### config.mk
export PLATFORM = sky130hd
export DESIGN_NAME = cond_exec_stage
export DESIGN_NICKNAME = d
export VERILOG_FILES = /design/src/rtl/cpu_pkg.sv /design/src/rtl/cond_exec_stage_cond_check.sv /design/src/rtl/cond_exec_stage.sv
export SDC_FILE = /design/constraint.sdc
export NUM_CORES = 1
export LEC_CHECK = 0
export CORE_UTILIZATION = 30
export CTS_BUF_LIST = sky130_fd_sc_hd__clkbuf_16
export CTS_CLUSTER_DIAMETER = 150
export DETAILED_ROUTE_END_ITERATION = 10
export PLACE_DENSITY = 0.56
export SYNTH_ARGS = -nofsm -noshare
export SYNTH_HDL_FRONTEND = slang
export SYNTH_SLANG_ARGS = --single-unit
### constraint.sdc
create_clock -name clk -period 8 [get_ports clk]
set_clock_uncertainty 0.15 [all_clocks]
set_input_delay 2 -clock clk [delete_from_list [all_inputs] [get_ports clk]]
set_output_delay 2 -clock clk [all_outputs]
set_load 0.01 [all_outputs]
### src/rtl/cpu_pkg.sv
// Shared types for the execute-side pipeline stages.
// Condition codes, flag bit positions and the ID/EX control bundle.
package cpu_pkg;

  typedef enum logic [3:0] {
    EQ = 4'b0000, NE = 4'b0001, CS = 4'b0010, CC = 4'b0011,
    MI = 4'b0100, PL = 4'b0101, VS = 4'b0110, VC = 4'b0111,
    HI = 4'b1000, LS = 4'b1001, GE = 4'b1010, LT = 4'b1011,
    GT = 4'b1100, LE = 4'b1101, AL = 4'b1110, NV = 4'b1111
  } cond_t;

  localparam int FLAG_N = 3;
  localparam int FLAG_Z = 2;
  localparam int FLAG_C = 1;
  localparam int FLAG_V = 0;

  typedef logic [2:0] aluctl_t;

  typedef struct packed {
    logic       valid;
    cond_t      cond;
    logic [1:0] flagW;
    logic       pcs;
    logic       regW;
    logic       memW;
    logic       memtoReg;
    logic       aluSrc;
    logic       branch;
    aluctl_t    aluCtl;
  } id_ex_t;

endpackage

### src/rtl/cond_exec_stage_cond_check.sv
// Condition-field evaluation against the architectural NZCV flags.
// Purely combinational.
module cond_check
  import cpu_pkg::*;
(
  input  logic [3:0] condE,
  input  logic [3:0] flags,
  output logic       condPass
);

  logic w_n, w_z, w_c, w_v;

  assign w_n = flags[FLAG_N];
  assign w_z = flags[FLAG_Z];
  assign w_c = flags[FLAG_C];
  assign w_v = flags[FLAG_V];

  always_comb begin
    condPass = 1'b1;
    unique case (cond_t'(condE))
      EQ: condPass = w_z;
      NE: condPass = ~w_z;
      CS: condPass = w_c;
      CC: condPass = ~w_c;
      MI: condPass = w_n;
      PL: condPass = ~w_n;
      VS: condPass = w_v;
      VC: condPass = ~w_v;
      HI: condPass = w_c & ~w_z;
      LS: condPass = ~w_c | w_z;
      GE: condPass = (w_n == w_v);
      LT: condPass = (w_n != w_v);
      GT: condPass = ~w_z & (w_n == w_v);
      LE: condPass = w_z | (w_n != w_v);
      AL: condPass = 1'b1;
      NV: condPass = 1'b1;
    endcase
  end

endmodule

### src/rtl/cond_exec_stage.sv
// ID/EX register, NZCV flags and condition-gated commit strobes.
// A taken PC write squashes the younger instruction behind it.
module cond_exec_stage
  import cpu_pkg::*;
(
  input  logic       clk,
  input  logic       reset,
  input  logic       hold,
  input  logic       flush,
  input  logic       validD,
  input  logic [3:0] condD,
  input  logic [1:0] flagWD,
  input  logic       pcsD,
  input  logic       regWD,
  input  logic       memWD,
  input  logic       memtoRegD,
  input  logic       aluSrcD,
  input  logic       branchD,
  input  logic [2:0] aluControlD,
  input  logic [3:0] aluFlags,
  output logic [2:0] aluControlE,
  output logic       aluSrcE,
  output logic       memtoRegE,
  output logic       condExE,
  output logic       regWriteE,
  output logic       memWriteE,
  output logic       pcSrcE,
  output logic [3:0] flags,
  output logic       squashD
);

  id_ex_t     r_e;
  id_ex_t     w_e_nxt;
  logic [3:0] r_flags;
  logic [3:0] w_flags_nxt;
  logic       w_pass;
  logic       w_commit;
  logic       w_unused;

  cond_check u_cond_check (
    .condE    (r_e.cond),
    .flags    (r_flags),
    .condPass (w_pass)
  );

  assign condExE     = r_e.valid & w_pass;
  assign w_commit    = condExE & ~hold;
  assign regWriteE   = r_e.regW & w_commit;
  assign memWriteE   = r_e.memW & w_commit;
  assign pcSrcE      = r_e.pcs & w_commit;
  assign squashD     = pcSrcE;
  assign aluControlE = r_e.aluCtl;
  assign aluSrcE     = r_e.aluSrc;
  assign memtoRegE   = r_e.memtoReg;
  assign flags       = r_flags;
  assign w_unused    = r_e.branch;

  always_comb begin
    w_e_nxt     = r_e;
    w_flags_nxt = r_flags;
    if (!hold) begin
      if (r_e.flagW[1] & condExE)
        w_flags_nxt[FLAG_N:FLAG_Z] = aluFlags[FLAG_N:FLAG_Z];
      if (r_e.flagW[0] & condExE)
        w_flags_nxt[FLAG_C:FLAG_V] = aluFlags[FLAG_C:FLAG_V];
      // pcSrcE already excludes hold, so a held redirect waits
      if (flush | pcSrcE) begin
        w_e_nxt = '0;
      end else begin
        w_e_nxt = '{
          valid:    validD,
          cond:     cond_t'(condD),
          flagW:    flagWD,
          pcs:      pcsD,
          regW:     regWD,
          memW:     memWD,
          memtoReg: memtoRegD,
          aluSrc:   aluSrcD,
          branch:   branchD,
          aluCtl:   aluControlD
        };
      end
    end
  end

  always_ff @(posedge clk or posedge reset) begin
    if (reset) begin
      r_e     <= '0;
      r_flags <= '0;
    end else begin
      r_e     <= w_e_nxt;
      r_flags <= w_flags_nxt;
    end
  end

endmodule

==> results of run 1 <==
## stage by stage
| step | area (um2) | power, mW | setup WS (ps) | hold WS (ps) |
|---|---|---|---|---|
| after floorplan | 1100 | 0.223 | 3190 | 336 |
| after global routing | 1530 | 0.401 | 1880 | 429 |
| after global placement | 1450 | 0.274 | 2020 | 366 |
| after detailed placement | 1450 | 0.279 | 2020 | 374 |
| final | 1530 | 0.378 | 2030 | 390 |
| after CTS | 1530 | 0.383 | 2020 | 394 |
## state kept, by name, summed over array words and instances, names as in the netlist
name         flops
aluSrcE          1
memtoRegE        1
aluControlE      3
flags            4
r_e             10
## layout make-up
type,count,area [um2],share of cell area
well taps,46,57.6,0.0376
multi-input cells,69,542,0.353
repair buffers,37,368,0.240
clock buffers,3,75.1,0.0490
flip-flops and latches,19,475,0.310
clock inverters,1,3.75,0.00245
inverters,3,11.3,0.00735
## final timing paths
kind / to / cells after the start / from
max: squashD / 4 / hold
min: r_e[8]$_DFFE_PP0N_ / 1 / r_e[8]$_DFFE_PP0N_
max reg2reg: r_e[13]$_DFFE_PP0N_ / 6 / r_e[11]$_DFFE_PP0N_
min reg2reg: r_e[8]$_DFFE_PP0N_ / 1 / r_e[8]$_DFFE_PP0N_
max in group asynchronous: r_e[13]$_DFFE_PP0N_ / 2 / reset
min in group asynchronous: aluControlE[1]$_DFFE_PP0N_ / 2 / reset
## power by group through the flow
stage,combinational (mW),sequential [mW],clock (mW)
CTS,0.131,0.147,0.105
finish,0.129,0.147,0.102
global route,0.140,0.151,0.109
floorplan,0.0821,0.141,0
global placement,0.127,0.147,0
detailed placement,0.130,0.148,0
## critical path, cell delays in order
cell and delay, ps:
clkdlybuf4s50_1 770, nor2b_1 330, and2_1 170, clkdlybuf4s50_1 540
## logic make-up (layout without fill, tap and decap cells)
family | count (synthesis) | in the layout
xor+xnor | 3 | 3
mux | 6 | 6
simple gates | 23 | 23
compound gates | 37 | 37
flops | 19 | 19
buf+inv | 15 | 44
## synth_stat cells
cell and instances:
a311oi_1 1, and4b_1 1, a22o_1 14, a311o_1 1
a21o_1 15, o21ai_0 1, nor2_1 2, buf_2 1
mux2_2 1, mux2_1 4, nor2b_1 2, a31oi_1 1
a41oi_4 1, nor3_2 1, nor3_1 2, or3b_1 1
and2_1 3, buf_4 5, inv_1 3, nand3b_2 2
xnor2_1 3, clkbuf_1 5, mux2i_1 1, nand3_1 1
a2111oi_0 1, nand2_1 7, a21oi_1 2, buf_6 1
nor4_1 1, dfrtp_1 19
## metal layers
| metal | share of wire | GRT usage | routed length [um] | vias to the layer above |
|---|---|---|---|---|
| li1 | - | - | - | 435 |
| met3 | 0.052 | 0.0328 | 134 | 4 |
| met2 | 0.49 | 0.230 | 1270 | 26 |
| met4 | 0.011 | 0.0610 | 29 | 0 |
| met1 | 0.44 | 0.166 | 1130 | 441 |
| met5 | 0 | 0 | 0 | - |
==> impl_results.md, run 1 <==
* Max Clk Rate at 167 MHz
* Share of cells above drive strength 1 at 0.0682
* Cells after synthesis at approximately 100
* Most frequent cells in the layout: clkdlybuf4s50_1, dfrtp_1, a21o_1
* #FFs+latches synth at 19
* Largest area contributor in the netlist: dfrtp_1
* Overflow after GRT at 0
* Commonest non-fill, non-tap cell in the layout: clkdlybuf4s50_1
* Vias at roughly 910
* Top cell type's share of synthesized area at 0.432
* Pre-Repair DR Iteration Count at 3
* Post-cts sizing count at 0
* Final Max Slew Viols at 0
* Die Ht at around 63 um
* Compound-Gate Fraction of Synth Area at 0.283
* Critical Path AT at about 3800 ps
* Routed len/inst at between 10 and 15 um
* Finished Layout Cells at ~180
* Die area at just under 4000 um2
* Multiplexer area fraction after synthesis at 0.0602
* CTS clock-pin slew for the worst setup and hold paths at ~50 ps
* TritonCTS clock tree: done
* Hpwl dp at ~1.8 mm
* H-tree depth at 1
* Port bufs at 36
* Row cnt at 21
* Slew headroom at 0.409
* Clock buffer depth at 2
* Synth Area in Simple Gates at 0.125
* Mapped Avg Cell Area at roughly 11 um2
* Fillers at about 340
* # diodes at 0
* Inserted Clock Buffers at 3
* Yosys cell types at 30
* YS warnings at 0
* DP Cell Count at 174
* Tightest Pin Transition at 882 ps
* Seq/Total Area, Yosys at 0.432
* Crit share post-route at 0.746
* Die width at ~63 um
* Initial Util at 0.322
* Clock network power share at 0.270
* Power Dens Cells at roughly 250 nW/um2
* CTS sink count at 19
* Worst Hold Class: flip-flop to flip-flop
* Final setup viols at 0
* Crit start category: input port
* DR iter-0 viols at 24
* Logic pwr share at 0.342
* # Post-CTS Setup Buffers at 0
* Mapped Area at between 1000 and 1500 um2
* Final Util at 0.449
* Routed vias/inst at 5.09
* R2r setup slk at approximately 5400 ps
* Initial antenna violation count at 0
* XOR/XNOR Fraction of Synth Area at 0.0239
* DRT Wirelength at 2.56 mm
* VDD IR max at between 80 and 90 uV
* First-pass GRT wire length at between 4 and 5 mm
* Largest family of logic cells by synthesized area: compound AO/OA/AOI/OAI gates
* CP required at between 5000 and 6000 ps
* IO Count at 38
* Pin count of the biggest net entering global routing at 22
* CP Max Fanout at 21
* Total Routing Usage GR at 0.137
* Max Cap Viol at 0
* Min Tclk post-route at approximately 6000 ps
* Clock Latency Late Sink at around 250 ps
* Final layout net count at around 160
* Critical Path Sink Type: primary output
* Vias in the first global route at about 900
* Setup TNS at 0 ps
* CP Class: input port to primary output
* Gp weighted congestion at 0.744
* Status: completed
* Synth Net Count at 127
* Final Hold Viols at 0
* Internal at between 0.2 and 0.3 mW
* CTS Hold Bufs at 0
* # DRC at 0
* Antenna viol nets, final at 0
* Core area at between 3000 and 4000 um2
* Post-Synth Adder-Cell Area at 0
* Dominant cells by area after synthesis: dfrtp_1, a22o_1, a21o_1
* Pleak at just over 0.7 nW
* P_sw at about 0.12 mW
* Area Growth Syn to Fin at 39.2%
* Root buffer cell: clkbuf_16
* RSZ-0062 raised after global routing: false
* Sw Ratio at 0.308
* Power share of the sequential group at 0.388
Power figures use the tool's default switching activity.
==> inputs of run 2 (changes only) <==
- PLACE_DENSITY: 0.56 -> 0.58
- clock period: 8 -> 5.2 ns (I/O delays scaled with it)
==> run 2 against run 1 <==
Compared with the run above: final cell count rose by 0.56%; first-iteration DRC count grew to 2.9 times the previous value; worst setup slack lost 1200 ps; wire length is 4.5% lower; sequential power rose by 53%; sequential share of layout area down 0.18 points; register-to-register slack got worse by 2800 ps; critical endpoint unchanged; largest cell class unchanged; largest power group unchanged; highest routed layer is now met3.
==> impl_results.md, run 2 (same netlist as run 1, synthesis figures left out) <==
* Clock Latency Late Sink at 250 ps (about the same)
* Vias at 890 (-1.8%)
* Most flops, register: r_e
* DR iter-0 viols at 69 (+190%)
* Hpwl dp at 1.82 mm (-1.5%)
* Share of cells above drive strength 1 at 0.0827 (+0.0145)
* Tightest Pin Transition at 867 ps (-14.8 ps)
* Area Growth Syn to Fin at 40.0%
* IO Count at 38 (unchanged)
* Max Cap Viol at 0 (unchanged)
* CP Max Fanout at 9 (-57%)
* Final Util at 0.451 (+0.00256)
* Port bufs at 36 (unchanged)
* Max incr delay on CP at 540 ps (-230 ps)
* Die Ht at 62.6 um (unchanged)
* First-pass GRT wire length at 4.22 mm (+1.1%)
* Slew headroom at 0.419 (+0.00990)
* Critical Path Sink Type: primary output
* Root buffer cell: clkbuf_16
* Fillers at 338 (-1.7%)
* CTS Hold Bufs at 0 (unchanged)
* Final Max Slew Viols at 0 (unchanged)
* Min Tclk post-route at 4350 ps
* Commonest non-fill, non-tap cell in the layout: clkdlybuf4s50_1
* Crit start category: flip-flop
* Most frequent cells in the layout: clkdlybuf4s50_1, dfrtp_1, a21o_1
* Routed len/inst at 13.7 um (-5.0%)
* CP Class: flip-flop to primary output
* Pleak at 0.713 nW (+0.48%)
* CTS sink count at 19 (unchanged)
* # DRC at 0 (unchanged)
* Total Routing Usage GR at 0.137 (about the same)
* Crit share post-route at 0.837
* Initial antenna violation count at 0 (unchanged)
* CP cell instances: or3b_1, mux2_2, a311o_1, a41oi_4, nor2b_1, and2_1, clkdlybuf4s50_1
* Final setup viols at 0 (unchanged)
* Max FFs per register at 10 (unchanged)
* Post-cts sizing count at 0 (unchanged)
* Routed vias/inst at 4.97 (-2.3%)
* Row cnt at 21 (unchanged)
* Clock buffer depth at 2 (unchanged)
* DRT Wirelength at 2.45 mm (-4.5%)
* Inserted Clock Buffers at 3 (unchanged)
* # Post-CTS Setup Buffers at 0 (unchanged)
* TritonCTS clock tree: done
* RSZ-0062 raised after global routing: false
* Worst Hold Class: flip-flop to flip-flop
* R2r setup slk at 2600 ps (-2770 ps)
* Core area at 3420 um2 (unchanged)
* Critical Path AT at 2900 ps (-920 ps)
* Antenna viol nets, final at 0 (unchanged)
* Final layout net count at 158 (+0.64%)
* Power Dens Cells at 376 nW/um2 (+53%)
* Pre-Repair DR Iteration Count at 5 (+2)
* Max Clk Rate at around 230 MHz
* WP buf/inv at 1 (-1)
* Gp weighted congestion at 0.721 (-3.1%)
* Delay-heaviest family, CP: simple AND/OR/NAND/NOR gates
* Slowest-stage cell, CP: clkdlybuf4s50_1
* Status: completed
* CP required at 3750 ps (-2100 ps)
* Initial Util at 0.322 (unchanged)
* Die width at 62.6 um (unchanged)
* H-tree depth at 1 (unchanged)
* Final Hold Viols at 0 (unchanged)
* Die area at 3920 um2 (unchanged)
* # diodes at 0 (unchanged)
* VDD IR max at 149 uV (+84%)
* Vias in the first global route at 891 (+1.6%)
* Pin count of the biggest net entering global routing at 22 (unchanged)
* Setup TNS at 0 ps (unchanged)
* Overflow after GRT at 0 (unchanged)
* CTS clock-pin slew for the worst setup and hold paths at 50 ps (about the same)
run 2: cell types whose count changed in the layout (fill, tap and decap cells not counted), sizes merged:
cell / previous run / this run
buf: 1 / 2
inv: 4 / 3
clkinv: 0 / 1
run 2: path summary, 6_finish.rpt:
check / cells after the start / from / end
worst max-delay path: 7 / r_e[11]$_DFFE_PP0N_ / squashD
worst min register to register: 1 / r_e[8]$_DFFE_PP0N_ / r_e[8]$_DFFE_PP0N_
max in group asynchronous: 2 / reset / flags[1]$_DFFE_PP0P_
min in group asynchronous: 2 / reset / aluControlE[2]$_DFFE_PP0N_
worst min-delay path: 1 / r_e[8]$_DFFE_PP0N_ / r_e[8]$_DFFE_PP0N_
worst max register to register: 6 / r_e[11]$_DFFE_PP0N_ / r_e[15]$_DFFE_PP0N_
run 2: metrics by stage:
stage                     cell area (um2)  setup slack, ps  instances  hold slack [ps]  total power [mW]
after floorplan                      1100             1580        103              336             0.343
after global placement               1460              955        175              357             0.420
after detailed placement             1460              948        175              366             0.428
after CTS                            1540              833        179              399             0.585
after global routing                 1540              718        179              448             0.618
final                                1540              845        179              401             0.580
run 2: worst reg2reg max path, stage by stage, from the launching register on:
cell      delay, ps
dfrtp_1         480
xnor2_1         200
and4b_1         200
a311oi_1        360
a41oi_4         240
nor3_2          700
a21o_1          220
run 2: area by class of cell:
| cell class | count | area (um2) | share of cell area |
|---|---|---|---|
| multi-input cells | 69 | 542 | 0.351 |
| flip-flops and latches | 19 | 475 | 0.308 |
| repair buffers | 38 | 375 | 0.244 |
| clock buffers | 3 | 75.1 | 0.0487 |
| well taps | 46 | 57.6 | 0.0373 |
| inverters | 3 | 11.3 | 0.00731 |
| clock inverters | 1 | 5.00 | 0.00325 |
run 2: report_power, final:
part	total (mW)	switching [mW]	internal [mW]
registers	0.225	0.0444	0.181
logic	0.199	0.0794	0.120
clock network	0.156	0.0530	0.103
run 2: layer usage:
layer / up-vias / global-route usage / share of wire
li1: 438 / - / -
met2: 29 / 0.239 / 0.49
met1: 423 / 0.165 / 0.45
met3: 0 / 0.0383 / 0.058
met4: 0 / 0.0349 / 0
met5: - / 0 / 0
==> inputs of run 3 (changes only) <==
- PLACE_DENSITY: 0.58 -> 0.56
- clock period: 5.2 -> 4.2 ns (I/O delays scaled with it)
==> run 3 against run 2 <==
Compared with the run above: global-route usage shrank 0.34 points; via count increased by 0.45%; final cell count is 0.56% higher; utilization increased by 0.22 points; first-iteration DRC count is 62% lower; flip-flop and latch count did not move; total power grew 25%; largest power group unchanged.
==> impl_results.md, run 3 (same netlist as run 1, synthesis figures left out) <==
* Final layout net count at 159 (+0.63%)
* Final Util at 0.453 (+0.00220)
* Max Cap Viol at 0 (unchanged)
* Max FFs per register at 10 (unchanged)
* Slew headroom at 0.391 (-0.0281)
* TritonCTS clock tree: done
* Worst r2r dst: r_e[6]$_DFFE_PP0N_
* Post-cts sizing count at 0 (unchanged)
* FF/Latch Area at 475 um2 (unchanged)
* Worst Setup EP: squashD
* IO Count at 38 (unchanged)
* Vias in the first global route at 912 (+2.4%)
* R2r setup slk at 1490 ps (-1110 ps)
* Antenna viol nets, final at 0 (unchanged)
* VDD IR max at 236 uV (+59%)
* Most flops, register: r_e
* Initial Util at 0.322 (unchanged)
* Total Routing Usage GR at 0.134 (-0.00339)
* Die Ht at 62.6 um (unchanged)
* Min Tclk post-route at just under 4000 ps
* # DRC at 0 (unchanged)
* Overflow after GRT at 0 (unchanged)
* Die width at 62.6 um (unchanged)
* Crit start category: flip-flop
* Worst Setup SP: r_e[11]$_DFFE_PP0N_
* Worst r2r src: r_e[11]$_DFFE_PP0N_
* Final Max Slew Viols at 0 (unchanged)
* Initial antenna violation count at 0 (unchanged)
* Area Growth Syn to Fin at 40.7%
* Final Hold Viols at 0 (unchanged)
* Status: completed
* Final worst setup slack at 227 ps (-618 ps)
* Crit share post-route at 0.946
* DR iter-0 viols at 26 (-62%)
* Fillers at 342 (+1.2%)
* CP Class: flip-flop to primary output
* Share of cells above drive strength 1 at 0.0896 (+0.00685)
* CTS clock-pin slew for the worst setup and hold paths at 60 ps (about the same)
* Die area at 3920 um2 (unchanged)
* Min Hold Slack at 382 ps (-19.2 ps)
* Root buffer cell: clkbuf_16
* RSZ-0062 raised after global routing: false
* DRT Wirelength at 2.46 mm (+0.41%)
* H-tree depth at 1 (unchanged)
* Commonest non-fill, non-tap cell in the layout: clkdlybuf4s50_1
* Clock buffer depth at 2 (unchanged)
* CP Max Fanout at 9 (unchanged)
* Hpwl dp at 1.84 mm (+0.80%)
* Setup TNS at 0 ps (unchanged)
* Pin count of the biggest net entering global routing at 21 (-4.5%)
* # diodes at 0 (unchanged)
* Most frequent cells in the layout: clkdlybuf4s50_1, dfrtp_1, a21o_1
* Max Clk Rate at approximately 250 MHz
* CP required at 3000 ps (-750 ps)
* Worst slack at placement at 482 ps (-466 ps)
* Gp weighted congestion at 0.735 (+1.9%)
* Tightest Pin Transition at 909 ps (+42.0 ps)
* FF-to-FF path depth at 7 (+1)
* Pleak at 0.718 nW (+0.74%)
* Routed len/inst at 13.7 um (-0.15%)
* Port bufs at 36 (unchanged)
* Finished Layout Cells at 180 (+0.56%)
* # Post-CTS Setup Buffers at 0 (unchanged)
* Vias at 894 (+0.45%)
* CTS Hold Bufs at 0 (unchanged)
* Routed vias/inst at 4.97 (-0.11%)
* Critical Path Sink Type: primary output
* Multi-input gate area at 542 um2 (unchanged)
* Worst Hold Class: flip-flop to flip-flop
* Core area at 3420 um2 (unchanged)
* Pre-Repair DR Iteration Count at 4 (-1)
* First-pass GRT wire length at 4.19 mm (-0.81%)
* Inserted Clock Buffers at 3 (unchanged)
* Critical Path AT at 2770 ps (-130 ps)
* DP Cell Count at 176 (+0.57%)
* Final setup viols at 0 (unchanged)
* Row cnt at 21 (unchanged)
* Clock Latency Late Sink at 250 ps (about the same)
* Power Dens Cells at 467 nW/um2 (+24%)
* CTS sink count at 19 (unchanged)
-- run 3: changes by cell type in the layout (fill, tap and decap cells not counted) --
cell | before | now
buf_4 | 2 | 3
-- run 3: worst max-delay path, stage by stage, from the launching register on --
cell,delay (ps)
dfrtp_1,480
or3b_1,400
mux2_2,270
a311o_1,300
a41oi_4,150
nor2b_1,230
and2_1,170
clkdlybuf4s50_1,540
-- run 3: per-stage QoR --
stage / power, mW / instance area, um2
2_1_floorplan: 0.425 / 1100
3_3_place_gp: 0.525 / 1470
3_5_place_dp: 0.532 / 1470
4_1_cts: 0.732 / 1550
5_1_grt: 0.765 / 1550
6_report: 0.723 / 1550
-- run 3: final cells by class --
type | instances | share of cell area
Timing Repair Buffer | 39 | 0.247
Clock inverter | 1 | 0.00323
Multi-Input combinational cell | 69 | 0.350
Sequential cell | 19 | 0.307
Tap cell | 46 | 0.0372
Inverter | 3 | 0.00727
Clock buffer | 3 | 0.0485
-- run 3: worst min path at each step --
stage	from	endpoint	slack [ps]	cells after the start
detailed placement	r_e[8]$_DFFE_PP0N_	r_e[8]$_DFFE_PP0N_	360	1
finish	r_e[8]$_DFFE_PP0N_	r_e[8]$_DFFE_PP0N_	380	1
floorplan	r_e[8]$_DFFE_PP0N_	r_e[8]$_DFFE_PP0N_	340	1
global placement	r_e[8]$_DFFE_PP0N_	r_e[8]$_DFFE_PP0N_	360	1
CTS	r_e[8]$_DFFE_PP0N_	r_e[8]$_DFFE_PP0N_	380	1
global route	r_e[8]$_DFFE_PP0N_	r_e[8]$_DFFE_PP0N_	410	1
-- run 3: power by group --
| part | switching, mW | internal (mW) |
|---|---|---|
| clock network | 0.0684 | 0.128 |
| logic | 0.0981 | 0.151 |
| registers | 0.0540 | 0.224 |
| total | 0.220 | 0.503 |
-- run 3: layer usage --
| metal | vias to the layer above | share of wire | GRT usage |
|---|---|---|---|
| met2 | 27 | 0.48 | 0.223 |
| met3 | 2 | 0.054 | 0.0164 |
| met1 | 424 | 0.46 | 0.176 |
| li1 | 441 | - | - |
| met4 | 0 | 0.0077 | 0.0523 |
| met5 | - | 0 | 0 |
